File: config.mk
export PLATFORM = sky130hd
export DESIGN_NAME = abr_sram_arb
export DESIGN_NICKNAME = d
export VERILOG_FILES = /design/src/rtl/abr_ctrl_pkg.sv /design/src/rtl/abr_rr_arb.sv /design/src/rtl/abr_sram_arb.sv
export SDC_FILE = /design/constraint.sdc
export NUM_CORES = 1
export LEC_CHECK = 0
export CAP_MARGIN = 20
export CORE_MARGIN = 10
export CORE_UTILIZATION = 31
export DETAILED_ROUTE_END_ITERATION = 12
export GPL_ROUTABILITY_DRIVEN = 1
export PLACE_DENSITY = 0.8
export SLEW_MARGIN = 20
export SYNTH_ARGS = -nofsm -noshare
export SYNTH_HDL_FRONTEND = slang
export SYNTH_HIERARCHICAL = 1
export SYNTH_SLANG_ARGS = --single-unit
File: constraint.sdc
create_clock -name clk -period 3.95 [get_ports clk]
set_clock_uncertainty 0.05 [all_clocks]
set_input_delay 0.79 -clock clk [delete_from_list [all_inputs] [get_ports clk]]
set_output_delay 0.79 -clock clk [all_outputs]
set_load 0.01 [all_outputs]
File: src/rtl/abr_ctrl_pkg.sv
// Shared types and limits for the ML-DSA SRAM arbiter.
// Holds the arbiter FSM state encoding and the requester-count ceiling,
// which also fixes the width of requester ids passed between sub-blocks.
package abr_ctrl_pkg;

  typedef enum logic {
    ARB_IDLE = 1'b0,
    ARB_ZERO = 1'b1
  } abr_arb_state_e;

  localparam int ABR_ARB_MAX_REQ = 8;
  localparam int ABR_ARB_ID_W    = $clog2(ABR_ARB_MAX_REQ);

endpackage

File: src/rtl/abr_rr_arb.sv
// Round-robin arbiter with a per-requester lock, used once per SRAM port.
// Ports: clk/rst_b, req/lock per requester, flush (reset pointer + lock);
//        gnt one-hot, gnt_id, gnt_vld -- all combinational from req this cycle.
module abr_rr_arb
  import abr_ctrl_pkg::*;
#(
  parameter int N = 3
) (
  input  logic                    clk,
  input  logic                    rst_b,
  input  logic [N-1:0]            req,
  input  logic [N-1:0]            lock,
  input  logic                    flush,
  output logic [N-1:0]            gnt,
  output logic [ABR_ARB_ID_W-1:0] gnt_id,
  output logic                    gnt_vld
);

  localparam int                ID_W    = ABR_ARB_ID_W;
  localparam logic [ID_W-1:0]   LAST_ID = ID_W'(N - 1);

  logic [ID_W-1:0] ptr_q, ptr_d;
  logic [ID_W-1:0] own_q, own_d;
  logic            own_vld_q, own_vld_d;

  logic            own_hit;
  logic            hi_vld, lo_vld;
  logic [ID_W-1:0] hi_id, lo_id;
  logic            lock_sel;

  // Scanning downwards leaves the lowest requester at or above the pointer
  // in hi_id and the lowest requester overall in lo_id (the wrap-around pick).
  always_comb begin
    own_hit = 1'b0;
    hi_vld  = 1'b0;
    lo_vld  = 1'b0;
    hi_id   = '0;
    lo_id   = '0;
    for (int k = N - 1; k >= 0; k--) begin
      if (req[k]) begin
        lo_vld = 1'b1;
        lo_id  = ID_W'(k);
        if (ID_W'(k) >= ptr_q) begin
          hi_vld = 1'b1;
          hi_id  = ID_W'(k);
        end
      end
      if (own_vld_q && (own_q == ID_W'(k)) && req[k]) begin
        own_hit = 1'b1;
      end
    end
  end

  always_comb begin
    gnt_vld   = own_hit | hi_vld | lo_vld;
    gnt_id    = own_hit ? own_q : (hi_vld ? hi_id : lo_id);
    gnt       = '0;
    lock_sel  = 1'b0;
    for (int k = 0; k < N; k++) begin
      if (gnt_vld && (gnt_id == ID_W'(k))) begin
        gnt[k]   = 1'b1;
        lock_sel = lock[k];
      end
    end

    ptr_d     = ptr_q;
    own_d     = own_q;
    own_vld_d = 1'b0;   // a lock only survives by being re-asserted on a grant
    if (flush) begin
      ptr_d = '0;
      own_d = '0;
    end else if (gnt_vld) begin
      // A locked owner's pointer already sits just past it, so hold it.
      if (!own_hit) begin
        ptr_d = (gnt_id == LAST_ID) ? '0 : gnt_id + 1'b1;
      end
      own_vld_d = lock_sel;
      own_d     = gnt_id;
    end
  end

  always_ff @(posedge clk or negedge rst_b) begin
    if (!rst_b) begin
      ptr_q     <= '0;
      own_q     <= '0;
      own_vld_q <= 1'b0;
    end else begin
      ptr_q     <= ptr_d;
      own_q     <= own_d;
      own_vld_q <= own_vld_d;
    end
  end

endmodule

File: src/rtl/abr_sram_arb.sv
// Shares one 1R/1W SRAM among NUM_REQ requesters, with a zeroize sweep.
// Ports: req_* in / req_ready_o grant, rsp_* read return RD_LAT after grant,
//        sram_* to the macro, zeroize in, zero_busy_o / zero_done_o status.
module abr_sram_arb
  import abr_ctrl_pkg::*;
#(
  parameter int NUM_REQ = 3,
  parameter int ADDR_W  = 16,
  parameter int DATA_W  = 32,
  parameter int DEPTH   = 64,
  parameter int RD_LAT  = 1
) (
  input  logic                      clk,
  input  logic                      rst_b,
  input  logic                      zeroize,
  input  logic [NUM_REQ-1:0]        req_valid_i,
  input  logic [NUM_REQ-1:0]        req_we_i,
  input  logic [NUM_REQ-1:0]        req_lock_i,
  input  logic [NUM_REQ*ADDR_W-1:0] req_addr_i,
  input  logic [NUM_REQ*DATA_W-1:0] req_wdata_i,
  output logic [NUM_REQ-1:0]        req_ready_o,
  output logic [NUM_REQ-1:0]        rsp_valid_o,
  output logic [DATA_W-1:0]         rsp_rdata_o,
  output logic                      sram_we_o,
  output logic [ADDR_W-1:0]         sram_waddr_o,
  output logic [DATA_W-1:0]         sram_wdata_o,
  output logic                      sram_re_o,
  output logic [ADDR_W-1:0]         sram_raddr_o,
  input  logic [DATA_W-1:0]         sram_rdata_i,
  output logic                      zero_busy_o,
  output logic                      zero_done_o
);

  localparam int                ID_W      = ABR_ARB_ID_W;
  localparam logic [ADDR_W-1:0] LAST_ADDR = ADDR_W'(DEPTH - 1);

  abr_arb_state_e    state_q, state_d;
  logic [ADDR_W-1:0] cnt_q, cnt_d;
  logic              done_q, done_d;
  logic              busy;

  logic [NUM_REQ-1:0] rd_cand, wr_cand, rd_gnt, wr_gnt;
  logic [ID_W-1:0]    rd_id, wr_id;
  logic               rd_vld, wr_vld;

  logic [RD_LAT-1:0]           pipe_vld_q, pipe_vld_d;
  logic [RD_LAT-1:0][ID_W-1:0] pipe_id_q, pipe_id_d;

  assign busy    = (state_q == ARB_ZERO);
  // The sweep owns both ports; the zeroize cycle itself still arbitrates,
  // its read is dropped by the pipe flush and its write is swept over.
  assign rd_cand = busy ? '0 : (req_valid_i & ~req_we_i);
  assign wr_cand = busy ? '0 : (req_valid_i &  req_we_i);

  abr_rr_arb #(.N(NUM_REQ)) u_rd_arb (
    .clk     (clk),
    .rst_b   (rst_b),
    .req     (rd_cand),
    .lock    (req_lock_i),
    .flush   (zeroize),
    .gnt     (rd_gnt),
    .gnt_id  (rd_id),
    .gnt_vld (rd_vld)
  );

  abr_rr_arb #(.N(NUM_REQ)) u_wr_arb (
    .clk     (clk),
    .rst_b   (rst_b),
    .req     (wr_cand),
    .lock    (req_lock_i),
    .flush   (zeroize),
    .gnt     (wr_gnt),
    .gnt_id  (wr_id),
    .gnt_vld (wr_vld)
  );

  assign req_ready_o = rd_gnt | wr_gnt;
  assign rsp_rdata_o = sram_rdata_i;
  assign zero_busy_o = busy;
  assign zero_done_o = done_q;

  always_comb begin
    sram_re_o    = rd_vld;
    sram_raddr_o = '0;
    sram_we_o    = wr_vld;
    sram_waddr_o = '0;
    sram_wdata_o = '0;
    for (int k = 0; k < NUM_REQ; k++) begin
      if (rd_vld && (rd_id == ID_W'(k))) begin
        sram_raddr_o = req_addr_i[k*ADDR_W +: ADDR_W];
      end
      if (wr_vld && (wr_id == ID_W'(k))) begin
        sram_waddr_o = req_addr_i[k*ADDR_W +: ADDR_W];
        sram_wdata_o = req_wdata_i[k*DATA_W +: DATA_W];
      end
    end
    if (busy) begin
      sram_we_o    = 1'b1;
      sram_waddr_o = cnt_q;
      sram_wdata_o = '0;
    end
  end

  // Read-id pipe: the requester id rides alongside the SRAM access.
  always_comb begin
    pipe_vld_d    = '0;
    pipe_id_d     = '0;
    pipe_vld_d[0] = rd_vld;
    pipe_id_d[0]  = rd_id;
    for (int i = 1; i < RD_LAT; i++) begin
      pipe_vld_d[i] = pipe_vld_q[i-1];
      pipe_id_d[i]  = pipe_id_q[i-1];
    end
    if (zeroize) begin
      pipe_vld_d = '0;
    end
  end

  always_comb begin
    rsp_valid_o = '0;
    for (int k = 0; k < NUM_REQ; k++) begin
      rsp_valid_o[k] = pipe_vld_q[RD_LAT-1] && (pipe_id_q[RD_LAT-1] == ID_W'(k));
    end
  end

  // Zeroize restarts the sweep from any state; done fires only on a
  // sweep that ran to its last address undisturbed.
  always_comb begin
    state_d = state_q;
    cnt_d   = cnt_q;
    done_d  = 1'b0;
    if (zeroize) begin
      state_d = ARB_ZERO;
      cnt_d   = '0;
    end else if (busy) begin
      if (cnt_q == LAST_ADDR) begin
        state_d = ARB_IDLE;
        cnt_d   = '0;
        done_d  = 1'b1;
      end else begin
        cnt_d = cnt_q + 1'b1;
      end
    end
  end

  always_ff @(posedge clk or negedge rst_b) begin
    if (!rst_b) begin
      state_q    <= ARB_IDLE;
      cnt_q      <= '0;
      done_q     <= 1'b0;
      pipe_vld_q <= '0;
      pipe_id_q  <= '0;
    end else begin
      state_q    <= state_d;
      cnt_q      <= cnt_d;
      done_q     <= done_d;
      pipe_vld_q <= pipe_vld_d;
      pipe_id_q  <= pipe_id_d;
    end
  end

`ifndef SYNTHESIS
  a_rd_onehot: assert property (@(posedge clk) disable iff (!rst_b) $onehot0(rd_gnt));
  a_wr_onehot: assert property (@(posedge clk) disable iff (!rst_b) $onehot0(wr_gnt));
  a_rsp_onehot: assert property (@(posedge clk) disable iff (!rst_b) $onehot0(rsp_valid_o));
  a_zero_quiet: assert property (@(posedge clk) disable iff (!rst_b)
                                 zero_busy_o |-> ((req_ready_o == '0) && !sram_re_o));
`endif

endmodule
After elaboration in Yosys (flattened, before gate mapping) --
Index checks and enable logic that the tools add are counted.
Operators by class: add/subtract/negate cells 3, order comparisons 6, eq/ne operators 13, muxes and demuxes 98, bitwise operators 8, reduce and logical (&&, ||, !) cells 31
Operator list (number):
- $mux W16 | 10
- $mux W32 | 4
- $mux W3 | 28
- $mux W1 | 48
- $logic_and A1 B1 Y1 | 21
- $add A16 B1 Y16 const B | 1
- $eq A16 B6 Y1 const B | 1
- $mux W2 | 8
- $eq A3 B1 Y1 const B | 5
- $eq A3 B2 Y1 const B | 5
- $logic_not A3 Y1 | 5
- $ge A1 B3 Y1 const A | 4
- $add A3 B1 Y3 const B | 2
- $and A3 B3 Y3 | 2
- $ge A2 B3 Y1 const A | 2
- $reduce_bool A2 Y1 | 3
- $ne A2 B2 Y1 const B | 2
- $or A1 B1 Y1 | 4
- $reduce_and A2 Y1 | 2
- $not A3 Y3 | 1
- $or A3 B3 Y3 | 1
Word-level totals: register bits after elaboration 36, input bits 188, output and inout port bits 106, logic and storage cells 170

Longest topological paths before layout --
depth in word-level cells 17, mapped depth 11, depth with buffers taken out 8

By module --
Netlist, hierarchy kept.
By module, submodules not included:
- abr_sram_arb | times used 1, cells an instance 404, area an instance 2824.0 sq um, sequential area each 550.5 sq um
- abr_rr_arb | times used 2, cells an instance 51, area an instance 467.9 sq um, sequential area each 175.2 sq um

Least setup slack after synthesis --
OpenSTA, ideal clock, no wires.
path type reg-to-output, start register state_q, in the netlist zero_busy_o, end output sram_raddr_o[10], data arrival time 3.290 ns, required time 3.110 ns, setup slack -0.180 ns, stages on the path, launching flop included 12, cell sequence dfrtp_1 -> buf_2 -> buf_1 -> nor3b_1 -> nand2b_1 -> a2111oi_2 -> o22ai_1 -> nor4bb_1 -> clkbuf_1 -> clkbuf_1 -> nand2_1 -> a21oi_1
RTL lines:
- start: declaration | line abr_sram_arb.sv:37 | abr_arb_state_e state_q, state_d;
- start signal: assignment | line abr_sram_arb.sv:154 | state_q <= state_d;
- end: declaration | line abr_sram_arb.sv:28 | output logic [ADDR_W-1:0] sram_raddr_o,

Worst setup path after layout --
start input req_valid_i[2], end output sram_waddr_o[2]
Between the ends: cells in the longest elaborated chain, start to end 15, elaborated cells on any way between the ends 36, classes of those cells eq/ne: 2; mux: 26; bitwise: 3; reduce/logical: 5
RTL lines:
- start: declaration | line abr_sram_arb.sv:16 | input logic [NUM_REQ-1:0] req_valid_i,
- $and A3 B3 Y3 (*) | line abr_sram_arb.sv:53 | assign wr_cand = busy ? '0 : (req_valid_i & req_we_i);
- $mux W3 (*) | line abr_sram_arb.sv:53
- named net wr_cand[2] | line abr_sram_arb.sv:42 | logic [NUM_REQ-1:0] rd_cand, wr_cand, rd_gnt, wr_gnt;
- $mux W3 / $mux W1 (equally long branches) | line abr_rr_arb.sv:40 | if (req[k]) begin
- $mux W3 / $mux W1 (equally long branches) | line abr_rr_arb.sv:43 | if (ID_W'(k) >= ptr_q) begin
- $mux W3 / $mux W1 (equally long branches) | line abr_rr_arb.sv:40
- $mux W3 / $mux W1 (equally long branches) | line abr_rr_arb.sv:43
- $mux W3 / $mux W1 (equally long branches) | line abr_rr_arb.sv:40
- $mux W3 | line abr_rr_arb.sv:56 | gnt_id = own_hit ? own_q : (hi_vld ? hi_id : lo_id);
- $mux W3 (*) | line abr_rr_arb.sv:56
- named net wr_id[0] | line abr_sram_arb.sv:43 | logic [ID_W-1:0] rd_id, wr_id;
- $logic_not A3 Y1 | line abr_sram_arb.sv:92 | if (wr_vld && (wr_id == ID_W'(k))) begin
- $logic_and A1 B1 Y1 | line abr_sram_arb.sv:92
- $mux W16 (2 in a row) | line abr_sram_arb.sv:92
- $mux W16 (*) | line abr_sram_arb.sv:92
- $mux W16 (*) | line abr_sram_arb.sv:97 | if (busy) begin
- end: declaration | line abr_sram_arb.sv:25 | output logic [ADDR_W-1:0] sram_waddr_o,
Mark *: on every way through the listed nets, which the timed path passes. The rest lies on a longest branch.

==> results.ini <==
[placed_design]
post-place-ws_ns = -0.803
dp_hpwl_microns = 14600
gp_congestion = 0.918
dp.cells = 861
place_area_sq_mm = 0.00633
port-buffer-count = 229

[floorplanning]
core_sq_mm = 0.0120
initial_core_util = 0.314
die_h_microns = 130
io-pin-count = 294
die_x_microns = 130
rows = 40
die_area_sq_mm = 0.0169

[timing]
fin_crit_ns = 3.91
max_freq_mhz = 256
worst_pin_slew_ns = 0.847
hold_violations = 0
setup_viol = 0
setup_ws_ns = 0.0405
min_period_over_period = 0.990
drv_slew = 0
relSlewSlack = 0.435
whs_ns = 0.434
rsz0062_at_grt = true

[yosys]
synthTopCellsByArea = dfrtp_1, a21oi_1, nand2_1, buf_4, a22oi_1
synth_cells = 506
yosysTopAreaCell = dfrtp_1
synthArstFlopShare = 1.00
synth_cell_types = 58
synth_edf_count = 0
ys_ff_latch = 36
synth_area_sq_mm = 0.00376
synth.most_common_cell = nand2_1
synth-seq-area-share = 0.240
synth_fp_nets = 695
netlist_top_cells_count = nand2_1, a21oi_1, buf_4, dfrtp_1, a22oi_1
synth.top_cell.area_share = 0.240
yosysWarnings = 6
synthFlopType = dfrtp_1
syn-mean-instance-area_sq_um = 7.43

[drt]
drc_errors = 0
vias = 5108
drt-initial-drc-count = 465
routedWlPerCell_microns = 22.1
drt_wl_total_microns = 19700
dr.pass1.iters = 5
vias_per_cell = 5.73
antenna_left = 0

[cts]
clk-insertion-delay-late_ns = 0.29
cts_hold_buf = 0
numCtsBuffers = 5
clk_path_buf_depth = 2
cts.clk_slew.worst_paths_ns = 0.06
root_buffer = clkbuf_16
htree_levels = 2
cts_num_sinks = 36
cts_tree = yes

[power_and_ir_drop]
p_sw_frac = 0.230
switching_power_uw = 231
combPwrFrac = 0.215
pwr-share-clk = 0.401
p_leak_nw = 2.67
finalPower_mw = 1.00
peakVddDrop_mv = 0.129
pwr-share-seq = 0.383
p_per_area_mw_per_mm2 = 149
intPower_uw = 772

[critical_path]
start_kind = input pin
crit_path_end_kind = primary output
crit_chain = clkdlybuf4s15_1, and3_4, nor2b_2, or4_4, a21oi_4, nor3b_4, buf_12, buf_4, a221oi_1, a2bb2oi_1, clkdlybuf4s15_2
critPathKind = in2out
worst-path-buf-inv = 4
critPathTopFamily = simple AND/OR/NAND/NOR gates
critPathSlowestCell = or4_4
crit_path_max_incr_delay_ns = 0.51
required_ns = 3.11
path_max_fanout = 5
cp.arrival_ns = 3.07

[layout]
diodes = 0
area_growth_pct = 78.9
drive_above_1_share = 0.269
fill_cells = 1066
fin_nets = 932
final_area_sq_mm = 0.00673
instances_no_fill = 891

[worst_hold_path]
hold_class = in2async

[status]
status = complete, no violations

[global_route]
overflow = 0
grt_pass1_wl_microns = 29000
antenna_found_initial = 0
grt_pass1_vias = 5275
grt_usage = 0.214
grt_max_degree = 40

[run]
drv_cap = 0

==> worst register-to-register path, cell delays in order (launching register included) <==
cell and delay (ns):
dfrtp_1 0.45, ha_1 0.30, nor4bb_1 0.38, and4_1 0.81, nor2_1 0.21, a311o_1 0.36
==> logic make-up after synthesis <==
group	after synthesis	share of synthesized area
other	2	0.00200
XOR/XNOR	1	0.00233
buffers and inverters	79	0.119
multiplexers	2	0.00532
AO/OA/AOI/OAI	186	0.345
flip-flops	36	0.240
adder cells (fa/ha/maj)	1	0.00333
AND/OR/NAND/NOR	199	0.283
==> final timing paths <==
kind / startpoint / to / slack (ns) / cells after the start
min in group clk: u_rd_arb/own_q[2] / u_rd_arb/own_q[2] / 0.50 / 1
max in group asynchronous: rst_b / u_rd_arb/ptr_q[1] / 2.81 / 2
worst min-delay path: rst_b / cnt_q[5] / 0.43 / 1
worst max register to register: cnt_q[0] / cnt_q[15] / 1.27 / 5
worst max-delay path: req_valid_i[2] / sram_waddr_o[2] / 0.04 / 11
worst min register to register: u_rd_arb/own_q[2] / u_rd_arb/own_q[2] / 0.50 / 1
==> through the flow <==
step	TNS (ns)	util
floorplan	0	-
global placement	-33.88	0.529
detailed placement	-42.41	0.529
CTS	0	0.563
global route	-0.222	0.562
finish	0	0.562
==> power by group through the flow <==
stage | Clock [mW] | Combinational [mW] | Sequential, mW
final | 0.403 | 0.216 | 0.385
after global routing | 0.430 | 0.230 | 0.385
after CTS | 0.410 | 0.215 | 0.384
after detailed placement | 0 | 0.217 | 0.391
after global placement | 0 | 0.214 | 0.390
after floorplan | 0 | 0.0619 | 0.387
==> state kept, by name, indices dropped and copies added (netlist names) <==
register,cells
pipe_id_q,3
u_rd_arb/ptr_q,3
zero_done_o,1
pipe_vld_q,1
u_wr_arb/own_vld_q,1
cnt_q,16
u_wr_arb/own_q,3
u_wr_arb/ptr_q,3
u_rd_arb/own_q,3
u_rd_arb/own_vld_q,1
zero_busy_o,1
==> repair_timing <==
action                                  in CTS  in global routing
endpoints found under the setup margin      66                 65
gates resized for setup                    248                 51
cloned                                       3                  2
pin swaps                                   10                 22
setup buffers                               14                  4
hold endpoints to repair                     0                  0
==> layout by cell type (no fill, tap or decap), drive strengths merged, types with 5 or more instances in the layout <==
master         Yosys  layout
clkdlybuf4s50      0     157
nor3              12      12
nand4              5       5
o311ai             6       6
nand2             74      74
a22oi             35      35
dfrtp             36      36
o21a               6       6
o21ai             23      23
nand2b             7       7
o31ai              7       7
nor4              11      11
and3               6       6
a2bb2oi           12      12
nor3b             14      14
nor4b              6       6
nand3              5       5
clkbuf            19      19
a21oi             60      60
clkdlybuf4s15      0      14
inv               10      10
buf               49     111
nor2              33      33
a221oi            16      16
nor2b              6       6
==> area by class of cell <==
| type | instances | area (sq um) | share of cell area |
|---|---|---|---|
| flip-flops and latches | 36 | 902 | 0.134 |
| well taps | 147 | 184 | 0.0273 |
| repair buffers | 298 | 2780 | 0.413 |
| clock buffers | 6 | 139 | 0.0207 |
| inverters | 11 | 45.0 | 0.00670 |
| clock inverters | 2 | 10.0 | 0.00149 |
| multi-input cells | 391 | 2670 | 0.396 |
==> layer usage <==
layer  track usage  wire length (microns)
met1         0.250                   7710
met2         0.375                  10100
met3        0.0633                   1460
met4        0.0476                    350
met5             0                      0
(Power assumes the default switching activity.)
